--- config.mk ---
export PLATFORM = sky130hd
export DESIGN_NAME = mult8x8_seq_core
export DESIGN_NICKNAME = d
export VERILOG_FILES = /design/src/rtl/mult8x8_seq_core.sv
export SDC_FILE = /design/constraint.sdc
export NUM_CORES = 1
export LEC_CHECK = 0
export ABC_AREA = 1
export BUFFER_PORTS_ARGS = -buffer_cell sky130_fd_sc_hd__buf_2
export CORE_MARGIN = 2
export CORE_UTILIZATION = 55
export CTS_BUF_LIST = sky130_fd_sc_hd__clkbuf_4 sky130_fd_sc_hd__clkbuf_8 sky130_fd_sc_hd__clkbuf_16
export DETAILED_ROUTE_END_ITERATION = 8
export PLACE_DENSITY_LB_ADDON = 0.12
export SKIP_LAST_GASP = 1
export SLEW_MARGIN = 20
export SYNTH_ARGS = -nofsm -noshare
export SYNTH_HDL_FRONTEND = slang
export SYNTH_SLANG_ARGS = --single-unit
export TNS_END_PERCENT = 1
--- constraint.sdc ---
create_clock -name clk -period 4.8 [get_ports clk]
set_input_delay 0 -clock clk [delete_from_list [all_inputs] [get_ports clk]]
set_output_delay 0 -clock clk [all_outputs]
set_load 0.01 [all_outputs]
--- src/rtl/mult8x8_seq_core.sv ---
// Sequential 8x8 unsigned multiplier built from four 4x4 nibble products.
// One partial product is accumulated per cycle (LSB, MID1, MID2, MSB).
// The final sum is published with a single-cycle done pulse.
module mult8x8_seq_core (
    input  logic        clk,
    input  logic        reset,
    input  logic        start,
    input  logic [7:0]  dataa,
    input  logic [7:0]  datab,
    output logic [15:0] product8x8_out,
    output logic        done_flag,
    output logic        busy,
    output logic [2:0]  state_out
);

    typedef enum logic [2:0] {
        IDLE = 3'd0,
        LSB  = 3'd1,
        MID1 = 3'd2,
        MID2 = 3'd3,
        MSB  = 3'd4,
        DONE = 3'd5
    } state_t;

    typedef struct packed {
        logic [7:0] a;
        logic [7:0] b;
    } opnd_t;

    state_t      state;
    opnd_t       opnd;
    logic [15:0] acc;
    logic [15:0] pp;

    wire [3:0] a_lo = opnd.a[3:0];
    wire [3:0] a_hi = opnd.a[7:4];
    wire [3:0] b_lo = opnd.b[3:0];
    wire [3:0] b_hi = opnd.b[7:4];

    // 4x4 unsigned product, widened first so the full 8-bit result is kept
    function automatic logic [7:0] mul4(input logic [3:0] x, input logic [3:0] y);
        return {4'b0, x} * {4'b0, y};
    endfunction

    assign state_out = state;

    // Select and align the partial product for the current accumulation step
    always_comb begin
        pp = 16'd0;
        case (state)
            LSB:     pp = {8'd0, mul4(a_lo, b_lo)};
            MID1:    pp = {4'd0, mul4(a_hi, b_lo), 4'd0};
            MID2:    pp = {4'd0, mul4(a_lo, b_hi), 4'd0};
            MSB:     pp = {mul4(a_hi, b_hi), 8'd0};
            default: pp = 16'd0;
        endcase
    end

    // Sequencer: operand capture, accumulation and registered status outputs
    always_ff @(posedge clk) begin
        if (reset) begin
            state          <= IDLE;
            opnd           <= '0;
            acc            <= 16'd0;
            product8x8_out <= 16'd0;
            done_flag      <= 1'b0;
            busy           <= 1'b0;
        end else begin
            case (state)
                IDLE, DONE: begin
                    done_flag <= 1'b0;
                    if (start) begin
                        opnd.a <= dataa;
                        opnd.b <= datab;
                        acc    <= 16'd0;
                        busy   <= 1'b1;
                        state  <= LSB;
                    end else begin
                        state  <= IDLE;
                    end
                end
                LSB: begin
                    acc   <= acc + pp;
                    state <= MID1;
                end
                MID1: begin
                    acc   <= acc + pp;
                    state <= MID2;
                end
                MID2: begin
                    acc   <= acc + pp;
                    state <= MSB;
                end
                MSB: begin
                    product8x8_out <= acc + pp;
                    done_flag      <= 1'b1;
                    busy           <= 1'b0;
                    state          <= DONE;
                end
                default: begin
                    state     <= IDLE;
                    busy      <= 1'b0;
                    done_flag <= 1'b0;
                end
            endcase
        end
    end

endmodule

Yosys cells after proc, flatten, opt, wreduce, memory -nomap -nowiden
Index checks and enable logic that the tools add are counted.
- add/sub/neg operators: 1
- bitwise operators: 1
- multiply operators: 4
- reduce and logical (&&, ||, !) cells: 7
- eq/ne operators: 6
- multiplexer cells: 8
- operators by type and width (cell ; number):
    $pmux 16 s4 ; 1
    $mul 4x4->8 ; 4
    $pmux 16 s2 ; 1
    $add 16x16->16 ; 1
    $mux 16 ; 1
    $pmux 3 s5 ; 1
    $eq 3x2->1 const B ; 2
    $eq 3x3->1 const B ; 2
    $reduce_and 2->1 ; 3
    $pmux 1 s2 ; 2
    $eq 3x1->1 const B ; 1
    $logic_not 3->1 ; 1
    $reduce_or 3->1 ; 1
    $mux 1 ; 2
    $ne 2x2->1 const B ; 1
    $reduce_bool 2->1 ; 1
    $reduce_or 2->1 ; 1
    $not 1->1 ; 1
- register bits after elaboration: 53
- input bits: 19
- logic and storage cells: 34

Logic depth before layout (Yosys ltp)
Gate-level depths: netlist of the first run.
- depth in word-level cells: 4
- gate-level depth with buffers: 28
- depth with buffers taken out: 27

Least setup slack after synthesis of the first run
No wires, ideal clock.
- path kind: register -> register
- start point: reg opnd, in the netlist b_lo[3]
- end point: reg acc[11]
- slack: 845 ps
- path buffers: 1
- stages on the path, launching flop included: 23
- data arrival time: 3884 ps
- library setup time: 70 ps
- required time: 4730 ps
- path through: dfxtp_1 > clkbuf_1 > nand2_1 > fa_1 > inv_1 > fa_1 > inv_1 > fa_1 > inv_1 > nand2_1 > nand2_1 > a21oi_1 > xor2_1 > o21ai_0 > ha_1 > nand2_1 > inv_1 > a21oi_1 > nand2_1 > a21oi_1 > xor2_1 > nand2_1 > a21oi_1
- cells in the longest elaborated chain, start to end: 4
- elaborated cells on any way between the ends: 5
- classes of those cells: 1 x add/sub; 2 x mul; 2 x mux
- ends and longest elaborated chain (element ; RTL line ; source):
    start, declared ; 31 ; opnd_t opnd;
    $mul 4x4->8 ; 42 ; return {4'b0, x} * {4'b0, y};
    $pmux 16 s4 (*) ; 50 ; case (state)
    $add 16x16->16 (*) ; 83, 87, 91 ;
    $pmux 16 s2 (*) ; 69 ; case (state)
    end signal, assigned ; 83 ; acc <= acc + pp;
    end signal, assigned ; 87 ; acc <= acc + pp;
    end signal, assigned ; 91 ; acc <= acc + pp;
    end, declared ; 32 ; logic [15:0] acc;
Mark *: on every way between the ends. The rest lies on a longest branch, timed or not.
A chain may end at the register's enable or synchronous reset.

Worst setup path in the final report of the first run
Ends and elaborated chain as after synthesis.

==> results of run 1 <==
synth_stat cells (3+ instances only):
cell type and n:
sky130_fd_sc_hd__o21ai_0 35, sky130_fd_sc_hd__xnor2_1 3, sky130_fd_sc_hd__dfxtp_1 53, sky130_fd_sc_hd__nand4_1 3, sky130_fd_sc_hd__clkbuf_1 24, sky130_fd_sc_hd__nor3_1 6, sky130_fd_sc_hd__a31oi_1 3, sky130_fd_sc_hd__xor2_1 14
sky130_fd_sc_hd__fa_1 17, sky130_fd_sc_hd__nand3_1 27, sky130_fd_sc_hd__a22oi_1 3, sky130_fd_sc_hd__ha_1 63, sky130_fd_sc_hd__or2_2 4, sky130_fd_sc_hd__nor2_1 82, sky130_fd_sc_hd__nand2_1 175, sky130_fd_sc_hd__inv_1 122
sky130_fd_sc_hd__nand3b_1 3, sky130_fd_sc_hd__a21oi_1 43
through the flow:
stage               total power, mW  cells  util (%)  setup WS (ps)  hold slack [ps]
global placement              0.815    824      60.0            608              249
CTS                            1.17    848      63.4            498             5.58
global route                   1.23    848      63.4           91.0             25.8
floorplan                     0.739    703         -            845              164
finish                         1.16    848      63.4            478            -1.95
detailed placement            0.822    824      60.0            529              256
sequential cells by signal (all words and copies together) (netlist names):
name and count:
acc 16, b_lo 4, b_hi 4, product8x8_out 16
state_out 3, busy 1, a_lo 4, done_flag 1
a_hi 4
timing repair:
| action | CTS | global route |
|---|---|---|
| endpoints found under the hold margin | 16 | 0 |
| hold buffers | 16 | 0 |
| setup buffers | 0 | 0 |
placed cells by master, fill, tap and decap left out:
| master | n |
|---|---|
| sky130_fd_sc_hd__nand2_1 | 175 |
| sky130_fd_sc_hd__inv_1 | 122 |
| sky130_fd_sc_hd__nor2_1 | 82 |
| sky130_fd_sc_hd__ha_1 | 63 |
| sky130_fd_sc_hd__dfxtp_1 | 53 |
| sky130_fd_sc_hd__a21oi_1 | 43 |
| sky130_fd_sc_hd__buf_2 | 39 |
| sky130_fd_sc_hd__o21ai_0 | 35 |
| sky130_fd_sc_hd__nand3_1 | 27 |
| sky130_fd_sc_hd__fa_1 | 17 |
| sky130_fd_sc_hd__dlygate4sd3_1 | 16 |
| sky130_fd_sc_hd__xor2_1 | 14 |
| sky130_fd_sc_hd__buf_4 | 7 |
| sky130_fd_sc_hd__nor3_1 | 6 |
| sky130_fd_sc_hd__clkbuf_8 | 5 |
| sky130_fd_sc_hd__or2_2 | 4 |
| sky130_fd_sc_hd__nand4_1 | 3 |
| sky130_fd_sc_hd__a31oi_1 | 3 |
| sky130_fd_sc_hd__a22oi_1 | 3 |
| sky130_fd_sc_hd__nand3b_1 | 3 |
| sky130_fd_sc_hd__xnor2_1 | 3 |
| sky130_fd_sc_hd__o211ai_1 | 2 |
| sky130_fd_sc_hd__a21o_1 | 2 |
| sky130_fd_sc_hd__nor2_2 | 2 |
| sky130_fd_sc_hd__o221ai_1 | 2 |
| sky130_fd_sc_hd__nor2_8 | 2 |
| sky130_fd_sc_hd__nor2_4 | 1 |
| sky130_fd_sc_hd__inv_2 | 1 |
| sky130_fd_sc_hd__and3_1 | 1 |
| sky130_fd_sc_hd__or2_0 | 1 |
| sky130_fd_sc_hd__nand2_4 | 1 |
| sky130_fd_sc_hd__inv_4 | 1 |
| sky130_fd_sc_hd__o21bai_1 | 1 |
| sky130_fd_sc_hd__bufinv_16 | 1 |
| sky130_fd_sc_hd__clkinvlp_4 | 1 |
| sky130_fd_sc_hd__inv_8 | 1 |
power by group:
group / total, mW / switching, mW / internal (mW)
sequential: 0.514 / 0.0450 / 0.469
combinational: 0.311 / 0.198 / 0.113
clock: 0.336 / 0.177 / 0.159
worst max-delay path by stage:
stage / from / end / slack (ps) / cells after the start
after floorplan: b_lo[3] / acc[11] / 850 / 22
after global placement: a_lo[0] / acc[11] / 610 / 21
after detailed placement: a_lo[0] / acc[11] / 530 / 21
after CTS: a_lo[0] / acc[11] / 500 / 21
after global routing: a_lo[0] / product8x8_out[15] / 90 / 23
final: b_lo[3] / acc[11] / 480 / 21
cell type report:
cell class                      count  area [um^2]  share of cell area [%]
Clock inverter                      3         48.8                   0.932
Tap cell                          105          131                    2.51
Multi-Input combinational cell    496         3050                    58.2
Sequential cell                    53         1060                    20.3
Inverter                          124          468                    8.94
Timing Repair Buffer               62          408                    7.79
Clock buffer                        5         68.8                    1.31
per-layer routing:
layer / global-route usage [%] / up-vias / wire, um / share of wire [%]
met3: 2.64 / 9 / 521 / 4.8
met1: 33.2 / 1989 / 5020 / 46
met4: 5.52 / 0 / 106 / 0.97
met5: 0 / - / 0 / 0
li1: - / 2249 / - / -
met2: 42.4 / 86 / 5260 / 48
worst max-delay path, delay by kind of cell, from the launching register on:
family,cells,cell delay [ps]
buffers and inverters,4,270
adders and majority gates,4,1840
xor gates and xnor gates,2,330
AOI/OAI and AO/OA,5,700
DFF,1,510
and+or+nand+nor,6,620
cells by family after synthesis:
logic type,Yosys count,share of synthesized area (%)
AO/OA/AOI/OAI,91,10.3
buffers and inverters,154,12.7
AND/OR/NAND/NOR,308,27.3
flip-flops,53,22.5
XOR/XNOR,17,3.16
adder cells (fa/ha/maj),80,24.0
==> run_results.csv, run 1 <==
group,metric,value,unit
status,status,"complete, but fails checks",
status,violations,"negative hold slack",
grt,grt.overflow.total,0,
cts,cts.htree.levels,2,
grt,grt_start_max_net_pins,34,
floorplanning,die_area,9320,um^2
drt,via_count,4333,
logic_synthesis,synth_seq_cells,53,
setup_path,worst_setup_path_start_kind,"register",
power_and_ir_drop,vdd.ir_drop.worst,0.000190,V
setup_path,critical_path.slowest_cell,"sky130_fd_sc_hd__fa_1",
sta,setup_viol,0,
drt,finalWirelength,10900,um
cts,total_cts_buffers,5,
logic_synthesis,post_synth_instance_area,4710,um^2
logic_synthesis,synthesis.instances,703,
grt,grt_pass1_vias,4013,
setup_path,timing.reg2reg.worst_path_depth,21,
flow_run,cap_violations,0,
finish,layout-area-overhead-vs-synth,11.2,%
setup_path,cp_data_arrival_time,4590,ps
finish,number_of_inserted_filler_cells_in_the_final_layout,811,
logic_synthesis,unique_cell_type_count_in_the_yosys_netlist,34,
logic_synthesis,syn_nets,802,
setup_path,max_stage_delay,570,ps
finish,fin_nets,841,
setup_path,r2r_start,"b_lo[3]",
placement,port_buffers,39,
drt,route.detailed.vias_per_inst,5.11,
cts,cts_tree,"yes",
min_path,timing.hold.worst.start,"start",
sta,finalHoldWorstSlack,-1.95,ps
power_and_ir_drop,pwr_density_cell,222,nW/um^2
placement,gp_congestion,0.935,
logic_synthesis,share_of_the_synthesized_area_in_the_top_cell_type,22.5,%
drt,drt_pass1_iterations,6,
cts,clk_root_buffer_cell,"sky130_fd_sc_hd__clkbuf_8",
min_path,min_path_type,"input port to register",
setup_path,critical_path_peak_fanout,9,
logic_synthesis,postSynthAreaPerCell,6.70,um^2
grt,first_pass_grt_wire_length,18000,um
sta,fmaxAchievable,231,MHz
cts,cts_max_path_buffers,2,
setup_path,crit_required,5070,ps
grt,grt_usage,24.6,%
drt,wire_per_inst,12.9,um
grt,antenna_found_initial,0,
logic_synthesis,synth-edff-count,0,
cts,worst_setup_hold_path_clk_slew,120,ps
sta,layout_worst_path_cycle_share,90.0,%
setup_path,cpMostUsedCell,"sky130_fd_sc_hd__nand2_1",
cts,post_cts_resized,0,
placement,dp_hpwl,8230,um
sta,slew-limit-headroom,54.5,%
floorplanning,core_region_area,8260,um^2
finish,final_standard_cell_area_without_fillers,5230,um^2
floorplanning,die_height,96.5,um
sta,setup_tns,0,ps
min_path,timing.hold.worst_endpoint,"busy",
finish,drive_above_1_share,8.88,%
floorplanning,row_count,33,
sta,unrepaired_setup_endpoints_after_global_routing,"no",
logic_synthesis,dominantRegCellSynth,"sky130_fd_sc_hd__dfxtp_1",
logic_synthesis,synth_top_cells_by_area,"sky130_fd_sc_hd__dfxtp_1 23%, sky130_fd_sc_hd__ha_1 17%, sky130_fd_sc_hd__nand2_1 14%",
setup_path,critical_path.endpoint_type,"register",
sta,period_minus_slack,4320,ps
sta,timing_max_transition_violations_final,0,
floorplanning,die_width,96.5,um
sta,timing_hold_violations_final,1,
drt,route.antenna.remaining_nets,0,
sta,worst_pin_slew,682,ps
cts,clk_lat_worst_skew,330,ps
finish,n_antenna_cell,0,
power_and_ir_drop,leakage,3.20,nW
logic_synthesis,synth_sequential_area_ratio,22.5,%
drt,detail_route.iter0.violations,228,
logic_synthesis,asyncSetResetFlopFracSynth,0,%
setup_path,worst_path_cell_chain,"nand2_1 > fa_1 > inv_1 > fa_1 > inv_1 > fa_1 > inv_1 > nand2_1 > nand2_1 > a21oi_1 > xor2_1 > o21ai_0 > ha_1 > nand2_1 > inv_1 > a21oi_1 > nand2_1 > a21oi_1 > xor2_1 > nand2_1 > a21oi_1",
floorplanning,start_util,57.0,%
logic_synthesis,synthDominantAreaCellType,"sky130_fd_sc_hd__dfxtp_1",
min_path,timing.hold.worst_path_depth,3,
setup_path,timing.setup.critical_path_class,"register to register",
cts,clkSinkCount,53,
floorplanning,floorplan.io_pins,40,
setup_path,setup.reg_to_reg.worst_slack,480,ps
sta,final.setup_skew,17.0,ps
logic_synthesis,yosys_warnings,0,
setup_path,r2r_end,"acc[11]",
drt,drc,0,
placement,placement.cell_area,4960,um^2
No activity file was read; power rests on OpenSTA's default activity.
==> inputs of run 2 (changes only) <==
--- a/config.mk
+++ b/config.mk
@@ -5,7 +5,6 @@
 export SDC_FILE = /design/constraint.sdc
 export NUM_CORES = 1
 export LEC_CHECK = 0
-export ABC_AREA = 1
 export BUFFER_PORTS_ARGS = -buffer_cell sky130_fd_sc_hd__buf_2
 export CORE_MARGIN = 2
 export CORE_UTILIZATION = 55
==> run 2 against run 1 <==
Effect of this change:
- the run now ends clean
- sequential power shrank 6.4%
- utilization grew 0.13 points
- critical path depth shrank 1
- largest power group unchanged
- highest routed layer unchanged
==> run_results.csv, run 2 <==
group,metric,value,unit
power_and_ir_drop,power_report.internal_total,0.644,mW
placement,port_buffers,39,
sta,finalHoldWorstSlack,43.4,ps
drt,route.detailed.vias_per_inst,5.48,
power_and_ir_drop,vdd.ir_drop.worst,0.000127,V
floorplanning,floorplan.io_pins,40,
logic_synthesis,unique_cell_type_count_in_the_yosys_netlist,52,
power_and_ir_drop,pwr_density_cell,188,nW/um^2
sta,fmaxAchievable,221,MHz
placement,dp_hpwl,8200,um
drt,drc,0,
finish,drive_above_1_share,12.2,%
floorplanning,die_width,95.1,um
power_and_ir_drop,combPwrFrac,21.4,%
drt,via_count,3983,
floorplanning,core_region_area,8130,um^2
setup_path,crit_required,5020,ps
setup_path,cp_top_family,"adder cells",
cts,clk_lat_worst_skew,320,ps
grt,grt_usage,25.8,%
sta,period_minus_slack,4530,ps
drt,wire_per_inst,15.0,um
setup_path,worst_setup_path_start_kind,"register",
drt,route.antenna.remaining_nets,0,
power_and_ir_drop,power.switching_fraction,33.6,%
status,status,"completed",
setup_path,worst-path-buf-inv,1,
power_and_ir_drop,leakage,2.49,nW
sta,final_critical_path_setup_slack,274,ps
finish,layout_top_registers,"acc x16, product8x8_out x16",
drt,met2_length,5260,um
setup_path,critical_path.endpoint_type,"register",
cts,total_cts_buffers,5,
logic_synthesis,postSynthAreaPerCell,8.02,um^2
cts,cts_max_path_buffers,2,
sta,final.setup_skew,8.54,ps
floorplanning,row_count,33,
finish,n_antenna_cell,0,
drt,finalWirelength,10900,um
finish,fin_nets,720,
logic_synthesis,synth-edff-count,0,
floorplanning,die_area,9040,um^2
logic_synthesis,synth_seq_cells,53,
grt,antenna_found_initial,0,
grt,grt_start_max_net_pins,50,
cts,cts_setup_buffers,0,
placement,dpl_worst_slack,178,ps
logic_synthesis,synthesis.instances,569,
grt,first_pass_grt_wire_length,18400,um
power_and_ir_drop,power_frac_seq,49.6,%
setup_path,cp_data_arrival_time,4740,ps
logic_synthesis,synthDominantAreaCellType,"sky130_fd_sc_hd__dfxtp_1",
cts,cts.htree.levels,2,
logic_synthesis,post-synth-top-count-cell,"sky130_fd_sc_hd__nand2_1",
grt,grt_pass1_vias,3943,
logic_synthesis,asyncSetResetFlopFracSynth,0,%
sta,layout_worst_path_cycle_share,94.3,%
min_path,min_path_type,"input port to register",
floorplanning,start_util,56.1,%
cts,cts_tree,"yes",
setup_path,timing.setup.critical_path_class,"register to register",
setup_path,critical_path_peak_fanout,9,
logic_synthesis,syn_nets,668,
setup_path,cpMostUsedCell,"sky130_fd_sc_hd__a21o_1",
finish,most_frequent_cells_in_the_layout,"92 x sky130_fd_sc_hd__nand2_1, 62 x sky130_fd_sc_hd__a21oi_1, 62 x sky130_fd_sc_hd__ha_1",
drt,drt_pass1_iterations,4,
sta,slew-limit-headroom,36.9,%
grt,grt.overflow.total,0,
drt,met3WireLength,452,um
sta,worst_pin_slew,947,ps
logic_synthesis,synth_top_cells_by_area,"sky130_fd_sc_hd__dfxtp_1 23%, sky130_fd_sc_hd__ha_1 17%, sky130_fd_sc_hd__nand2_1 7.6%",
finish,layout-area-overhead-vs-synth,13.2,%
drt,detail_route.iter0.violations,139,
logic_synthesis,post_synth_instance_area,4560,um^2
sta,timing_hold_violations_final,0,
floorplanning,die_height,95.1,um
placement,gp_congestion,0.863,
logic_synthesis,synth_top_cells_by_count,"92 x sky130_fd_sc_hd__nand2_1, 64 x sky130_fd_sc_hd__a21oi_1, 63 x sky130_fd_sc_hd__ha_1",
sta,setup_viol,0,
power_and_ir_drop,p_total,0.970,mW
cts,clkSinkCount,53,
sta,unrepaired_setup_endpoints_after_global_routing,"yes",
flow_run,cap_violations,0,
power_and_ir_drop,net_switching_power,0.326,mW
logic_synthesis,share_of_the_synthesized_area_in_the_top_cell_type,23.2,%
setup_path,worst_path_cell_chain,"nand2_1 > fa_1 > inv_1 > fa_1 > ha_1 > a21o_1 > a21oi_2 > nor2b_1 > nor2_1 > nor3b_1 > o41ai_1 > a211oi_1 > ha_1 > a21o_1 > a21o_1 > a21oi_1 > or2_1 > o311a_1 > xnor2_1 > a22o_1",
drt,highest_layer,"met4",
drt,wl_met1,5080,um
cts,clk_root_buffer_cell,"sky130_fd_sc_hd__clkbuf_8",
logic_synthesis,dominantRegCellSynth,"sky130_fd_sc_hd__dfxtp_1",
finish,layout_commonest_cell,"sky130_fd_sc_hd__nand2_1",
logic_synthesis,yosys_warnings,0,
cts,worst_setup_hold_path_clk_slew,120,ps
setup_path,max_stage_delay,520,ps
setup_path,critical_path.slowest_cell,"sky130_fd_sc_hd__fa_1",
sta,setup_tns,0,ps
logic_synthesis,synth_sequential_area_ratio,23.2,%
sta,timing_max_transition_violations_final,0,
power_and_ir_drop,clkPwrFrac,29.0,%
==> run 2: changes by cell type after synthesis, moves of 11 or more <==
cell and delta:
sky130_fd_sc_hd__o21ai_1 +11, sky130_fd_sc_hd__nand3_1 -18, sky130_fd_sc_hd__xnor2_1 +16, sky130_fd_sc_hd__and2_1 +45, sky130_fd_sc_hd__nand2_1 -83, sky130_fd_sc_hd__a21oi_1 +21
sky130_fd_sc_hd__nor2_1 -52, sky130_fd_sc_hd__o21ai_0 -25, sky130_fd_sc_hd__inv_1 -93
==> run 2: worst reg2reg max path, stage by stage (launching register included) <==
cell and delay (ps):
sky130_fd_sc_hd__dfxtp_2 420, sky130_fd_sc_hd__nand2_1 90, sky130_fd_sc_hd__fa_1 510, sky130_fd_sc_hd__inv_1 50, sky130_fd_sc_hd__fa_1 520, sky130_fd_sc_hd__ha_1 310, sky130_fd_sc_hd__a21o_1 190, sky130_fd_sc_hd__a21oi_2 170
sky130_fd_sc_hd__nor2b_1 80, sky130_fd_sc_hd__nor2_1 90, sky130_fd_sc_hd__nor3b_1 60, sky130_fd_sc_hd__o41ai_1 310, sky130_fd_sc_hd__a211oi_1 140, sky130_fd_sc_hd__ha_1 410, sky130_fd_sc_hd__a21o_1 190, sky130_fd_sc_hd__a21o_1 170
sky130_fd_sc_hd__a21oi_1 170, sky130_fd_sc_hd__or2_1 120, sky130_fd_sc_hd__o311a_1 170, sky130_fd_sc_hd__xnor2_1 80, sky130_fd_sc_hd__a22o_1 210
==> run 2: final timing paths <==
path / start / endpoint / slack, ps / depth (start not counted)
min: start / state_out[0] / 40 / 3
max: a_lo[1] / product8x8_out[14] / 270 / 20
min reg2reg: product8x8_out[3] / product8x8_out[3] / 460 / 2
max reg2reg: a_lo[1] / product8x8_out[14] / 270 / 20
==> run 2: power by group through the flow <==
stage,combinational [mW],sequential [mW],clock (mW)
floorplan,0.130,0.486,0
global placement,0.194,0.490,0
global route,0.233,0.485,0.303
finish,0.208,0.481,0.281
detailed placement,0.197,0.490,0
CTS,0.208,0.480,0.290
==> run 2: kinds of logic (layout without fill, tap and decap cells) <==
family	after synthesis	in the layout	share of synthesized area (%)
buf+inv	53	106	4.66
fa+ha+maj	80	80	24.7
simple gates	212	212	22.2
flops	53	53	23.2
compound gates	143	143	19.8
xor+xnor	28	28	5.37
==> run 2: layout make-up <==
cell class	count	area [um^2]
Multi-Input combinational cell	463	3300
Fill cell	697	2970
Sequential cell	53	1070
Timing Repair Buffer	69	460
Tap cell	105	131
Inverter	29	109
Clock buffer	5	68.8
Clock inverter	3	26.3
==> run 2: repair_timing <==
action                     4_1_cts  5_1_grt
hold endpoints to repair        16        0
setup endpoints to repair        0       11
hold buffers                    16        0
resized for setup                0        8
==> run 2: metal layers <==
| metal | vias to the layer above | global-route usage, % |
|---|---|---|
| li1 | 2057 | - |
| met1 | 1824 | 34.2 |
| met2 | 90 | 44.5 |
| met3 | 12 | 3.16 |
| met4 | 0 | 6.64 |
| met5 | - | 0 |
==> run 2: per-stage QoR <==
step	std cells	instance area [um^2]	utilization (%)
after detailed placement	703	4890	60.1
after floorplan	569	4560	-
after global placement	703	4890	60.1
final	727	5170	63.5
after global routing	727	5170	63.5
after CTS	727	5150	63.3
